--- src/rtl/audio_rom_player.sv ---
// audio_rom_player
//   Streams 16-bit PCM words out of the on-chip sample ROM (1-cycle read
//   latency) onto an Avalon-ST source, in address order, over an inclusive
//   address window. Supports play-once or loop, stop/abort, and sink
//   backpressure through a 2-entry output FIFO.
//
// Ports
//   clk, reset                 single clock, synchronous active-high reset
//   start/stop/loop_en         control (start ignored while busy, stop wins)
//   start_addr/end_addr        inclusive window, latched on accepted start
//   rom_address/rom_chipselect/rom_clken/rom_readdata   ROM read master
//   out_data/out_valid/out_ready                        Avalon-ST source
//   busy/done/err              status (done/err are one-cycle pulses)
module audio_rom_player #(
  parameter int ADDR_W      = 18,
  parameter int DATA_W      = 16,
  parameter int DEPTH_WORDS = 240256
) (
  input  logic              clk,
  input  logic              reset,
  input  logic              start,
  input  logic              stop,
  input  logic              loop_en,
  input  logic [ADDR_W-1:0] start_addr,
  input  logic [ADDR_W-1:0] end_addr,
  output logic [ADDR_W-1:0] rom_address,
  output logic              rom_chipselect,
  output logic              rom_clken,
  input  logic [DATA_W-1:0] rom_readdata,
  output logic [DATA_W-1:0] out_data,
  output logic              out_valid,
  input  logic              out_ready,
  output logic              busy,
  output logic              done,
  output logic              err
);

  typedef enum logic [1:0] {S_IDLE, S_PLAY, S_DRAIN} state_t;

  localparam logic [ADDR_W:0] DEPTH_L = (ADDR_W+1)'(DEPTH_WORDS);

  state_t            r_state;
  logic [ADDR_W-1:0] r_ptr;
  logic [ADDR_W-1:0] r_start;
  logic [ADDR_W-1:0] r_end;
  logic              r_inflight;
  logic [1:0]        r_count;
  logic [DATA_W-1:0] r_d0;      // FIFO head, drives out_data directly
  logic [DATA_W-1:0] r_d1;
  logic              r_valid;
  logic              r_done;
  logic              r_err;

  logic              w_pop;
  logic              w_push;
  logic [2:0]        w_occ;
  logic              w_issue;
  logic              w_bad;
  logic [1:0]        w_cnt_n;
  logic [DATA_W-1:0] w_d0_n;
  logic [DATA_W-1:0] w_d1_n;

  assign w_pop  = r_valid & out_ready;
  assign w_push = r_inflight;

  // Words already owed to the FIFO after this cycle's pop. Issuing only when
  // this is below 2 guarantees the in-flight word always has a slot, so no
  // sample is ever dropped even under sustained backpressure.
  assign w_occ   = {1'b0, r_count} + {2'b00, r_inflight} - {2'b00, w_pop};
  assign w_issue = (r_state == S_PLAY) && !stop && !reset && (w_occ < 3'd2);

  assign w_bad = (start_addr > end_addr) || ({1'b0, end_addr} >= DEPTH_L);

  // FIFO next-state: head register stays put unless popped, so out_data is
  // stable while the sink stalls.
  always_comb begin
    w_d0_n  = r_d0;
    w_d1_n  = r_d1;
    w_cnt_n = r_count;
    unique case ({w_push, w_pop})
      2'b10: begin
        if (r_count == 2'd0) w_d0_n = rom_readdata;
        else                 w_d1_n = rom_readdata;
        w_cnt_n = r_count + 2'd1;
      end
      2'b01: begin
        if (r_count == 2'd2) w_d0_n = r_d1;
        w_cnt_n = r_count - 2'd1;
      end
      2'b11: begin
        if (r_count == 2'd1) begin
          w_d0_n = rom_readdata;
        end else begin
          w_d0_n = r_d1;
          w_d1_n = rom_readdata;
        end
      end
      default: ;
    endcase
  end

  always_ff @(posedge clk) begin
    if (reset) begin
      r_state    <= S_IDLE;
      r_ptr      <= '0;
      r_start    <= '0;
      r_end      <= '0;
      r_inflight <= 1'b0;
      r_count    <= 2'd0;
      r_d0       <= '0;
      r_d1       <= '0;
      r_valid    <= 1'b0;
      r_done     <= 1'b0;
      r_err      <= 1'b0;
    end else begin
      r_done     <= 1'b0;
      r_err      <= 1'b0;
      r_inflight <= w_issue;
      r_count    <= w_cnt_n;
      r_d0       <= w_d0_n;
      r_d1       <= w_d1_n;
      r_valid    <= (w_cnt_n != 2'd0);

      unique case (r_state)
        S_IDLE: begin
          if (start && !stop) begin
            if (w_bad) begin
              r_err <= 1'b1;
            end else begin
              r_start <= start_addr;
              r_end   <= end_addr;
              r_ptr   <= start_addr;
              r_state <= S_PLAY;
            end
          end
        end
        S_PLAY: begin
          if (w_issue) begin
            if (r_ptr != r_end)  r_ptr   <= r_ptr + 1'b1;
            else if (loop_en)    r_ptr   <= r_start;
            else                 r_state <= S_DRAIN;
          end
        end
        S_DRAIN: begin
          if (r_count == 2'd0 && !r_inflight) begin
            r_done  <= 1'b1;
            r_state <= S_IDLE;
          end
        end
        default: r_state <= S_IDLE;
      endcase

      // Abort overrides everything above: drop buffered and in-flight words.
      if (stop && r_state != S_IDLE) begin
        r_state    <= S_IDLE;
        r_count    <= 2'd0;
        r_valid    <= 1'b0;
        r_inflight <= 1'b0;
        r_done     <= 1'b0;
      end
    end
  end

  assign rom_address    = r_ptr;
  assign rom_chipselect = w_issue;
  assign rom_clken      = w_issue;
  assign out_data       = r_d0;
  assign out_valid      = r_valid;
  assign busy           = (r_state != S_IDLE);
  assign done           = r_done;
  assign err            = r_err;

endmodule

--- config.mk ---
export PLATFORM = sky130hd
export DESIGN_NAME = audio_rom_player
export DESIGN_NICKNAME = d
export VERILOG_FILES = /design/src/rtl/audio_rom_player.sv
export SDC_FILE = /design/constraint.sdc
export NUM_CORES = 1
export LEC_CHECK = 0
export ABC_AREA = 1
export CORE_UTILIZATION = 54
export CTS_CLUSTER_DIAMETER = 100
export DETAILED_ROUTE_END_ITERATION = 10
export PLACE_DENSITY = 0.88
export SLEW_MARGIN = 15
export SYNTH_ARGS = -nofsm -noshare
export SYNTH_HDL_FRONTEND = slang
export SYNTH_SLANG_ARGS = --single-unit
--- constraint.sdc ---
create_clock -name clk -period 3.5 [get_ports clk]
set_input_delay 0.7 -clock clk [delete_from_list [all_inputs] [get_ports clk]]
set_output_delay 0.7 -clock clk [all_outputs]
set_load 0.01 [all_outputs]
==> impl_results.md <==
* Run status: complete, no violations
* All-Layer GR Usage at 0.3057
* Final-report setup violation count at 0
* Fraction of power consumed by combinational cells at 0.252
* Slew @ Worst Pin at 0.6778 ns
* IR Drop Worst-Case VDD at 0.0002039 V
* Startpoint of the most critical register-to-register path: out_valid
* Maximum number of pins on one net before global-route repair at 43
* Synthesized area divided by synthesized cell count at 6.415 um^2
* Clock tree from TritonCTS: done
* Die height at 104.9 um
* Number of placed I/O pins at 98
* Number of nets in the final layout at 1,088
* Worst Path Class, Setup: in2out
* Layout overhead on the synthesized area at 25.83%
* Hold path start: r_d1[2]
* Number of nets with antenna violations after routing at 0
* Worst slew slack as a fraction of its limit at 0.5433
* PwrDens at 363.7 nW/um^2
* Portion of the clock cycle consumed by the worst path in the final layout at 0.9726
* Psw at 0.8805 mW
* DRC violation count after routing at 0
* Worst setup skew after layout at 0.01577 ns
* Antenna violations before repair at 0
* Die ar. at 11,000 um^2
* Synthesis-stage register bit count at 94
* M1 WL at 6643 um
* Overflow after GRT at 0
* Port buffer count at 97
* Initial Utilization at 0.5561
* Num Clock Sinks at 94
* Portion of the post-synthesis area used by sequential elements at 0.3292
* Commonest non-fill, non-tap cells in the layout: nand2_1, inv_1, nor2_1, dfxtp_1, clkdlybuf4s50_1
* Max Fclk at 293.8 MHz
* Maximum level of the CTS H-tree at 3
* Diode insertion count for antenna repair at 0
* Switching power as a share of total power at 0.3366
* Via count of the first global-routing pass at 5,803
* Critical R2R Capture: r_d1[12]
* Number of cells traversed by the worst hold path at 2
* CTS Root Buffer Type: clkbuf_8
* Detailed Routing Iterations Pass 1 at 5
* Fraction of synthesized cell area taken by the top area cell type at 0.3292
* Highest metal layer with signal wires: met4
* Final min period at 3.404 ns
* Met3 layer wire length in the routed design at 1146 um
* Unique masters post-synth at 32
* Largest fanout of any net on the critical path at 3
* Internal Pwr Total at 1.735 mW
* Endpoint with the worst hold slack: r_d1[2]
* Post-Syn Nets at 977
* CTS clk-pin slew, worst paths at 0.10 ns
* Hold slack final at 0.4603 ns
* Most common cell after layout, fill and taps aside: nand2_1
* Core Footprint at 10,280 um^2
* Clk network pwr share at 0.298
* Number of rows in the core area at 37
* Proportion of layout cells with a drive suffix above 1 at 0.09831
* Part of the power in registers at 0.450
* WL final at 16,360 um
* Met2 wire length at 7971 um
* Via count at 6,090
* Post-route insts no fill at 1,143
* Static leakage power at 3.494 nW
* Vias/cell at 5.328
* Classification of the worst-slack hold path: reg2reg
* HPWL after detailed placement at 11,520 um
* Setup slack of the worst register-to-register path at 0.33 ns
* Synth area leaders: dfxtp_1, nand2_1, inv_1
* First-pass GRT wire length at 26,810 um
* Util after Layout at 0.6998
* Synth area leader: dfxtp_1
* Insertion delay to the later sink of the worst-skew pair at 0.39 ns
* Kind of capture point of the worst setup path: primary output
* Number of cells on the worst reg-to-reg path at 20
* Avg WL per Cell at 14.31 um
* Final GP Congestion at 0.9605
* Netlist Area Pre-Place at 5715 um^2
* Number of buffers on the longest clock path at 2
* Category of the worst setup path launch point: input pin
* Number of warning messages in the yosys log at 0
* Final hold violation count at 0
* Max-slew violation total from the final report at 0
* Horiz. Die Dim at 104.9 um
* CTS hold repair buffers at 0
* WP data arrival at 2.70 ns
* WP data required at 2.80 ns
* CTS buffer count at 9
* Number of placed instances with taps included at 1,104
* Reported max-cap violation count at 0
* Gate count after technology mapping at 891
* Initial DRC count at 491
-- critical path, stage by stage --
cell and delay (ns):
dlygate4sd2_1 0.23, nand2_1 0.08, inv_1 0.07, ha_1 0.30, or2_4 0.24, fa_1 0.47
inv_1 0.04, a21oi_1 0.11, nand2_1 0.13, nor2_4 0.20, buf_6 0.13
-- layout make-up --
class,count,area (um^2)
Timing Repair Buffer,141,1306
Fill cell,827,3085
Sequential cell,94,1882
Tap cell,136,170.2
Multi-Input combinational cell,620,3118
Inverter,136,510.5
Clock buffer,9,123.9
Clock inverter,7,81.33
-- through the flow --
step	worst slack, ns	TNS [ns]	area [um^2]	total power, mW
6_report	0.09604	0	7192	2.616
5_1_grt	-0.00006084	-0.00006084	7192	2.751
3_5_place_dp	-0.5923	-1.184	6799	1.845
3_3_place_gp	-0.5823	-1.164	6799	1.832
4_1_cts	0.1736	0	7186	2.609
2_1_floorplan	0.2810	0	5715	1.609
-- layer usage --
| layer | vias to the layer above | GRT usage |
|---|---|---|
| met5 | - | 0 |
| met4 | 0 | 0.1610 |
| met3 | 53 | 0.04991 |
| met2 | 254 | 0.5265 |
| met1 | 2746 | 0.3644 |
| li1 | 3037 | - |
-- synth_stat cells (all sizes together) --
master,count
or2,7
clkbuf,19
buf,22
a21oi,55
nor2,115
inv,136
ha,27
fa,1
o21a,7
nand2,232
nand3,47
nor4,1
nand4,39
xor2,17
o21ai,48
dfxtp,94
o22ai,10
nor3,11
o211ai,2
nor3b,1
-- kinds of logic (layout without fill, tap and decap cells) --
group | Yosys count | count (layout) | share of synthesized area
and+or+nand+nor | 453 | 453 | 0.3415
buffers and inverters | 177 | 293 | 0.1270
AOI/OAI and AO/OA | 122 | 122 | 0.1136
DFF | 94 | 94 | 0.3292
adders and majority gates | 28 | 28 | 0.06261
xor gates and xnor gates | 17 | 17 | 0.02605
-- flip-flops by register name, indices dropped and copies added, names as in the netlist, 2 cells and up --
signal,flops
r_count,2
r_state,2
r_start,18
r_d1,16
r_end,18
rom_address,18
out_data,16
-- worst max path at each step --
stage | slack, ns | startpoint | endpoint | cells past startpoint
floorplan | 0.28 | out_ready | rom_clken | 10
CTS | 0.17 | out_ready | rom_clken | 11
global route | -0.00006 | out_ready | out_data[4] | 21
global placement | -0.58 | out_ready | rom_clken | 11
finish | 0.1 | out_ready | rom_clken | 11
detailed placement | -0.59 | out_ready | rom_clken | 11
-- power by group through the flow --
stage	combinational [mW]	sequential, mW	clock [mW]
2_1_floorplan	0.411	1.20	0
3_3_place_gp	0.634	1.20	0
3_5_place_dp	0.645	1.20	0
4_1_cts	0.651	1.17	0.784
5_1_grt	0.734	1.18	0.834
6_report	0.659	1.18	0.781
-- repair_timing --
action,in CTS,in global routing
pin swaps,5,0
gates resized for setup,13,2
setup buffers,23,0
setup endpoints to repair,2,12
(Power assumes the default switching activity.)
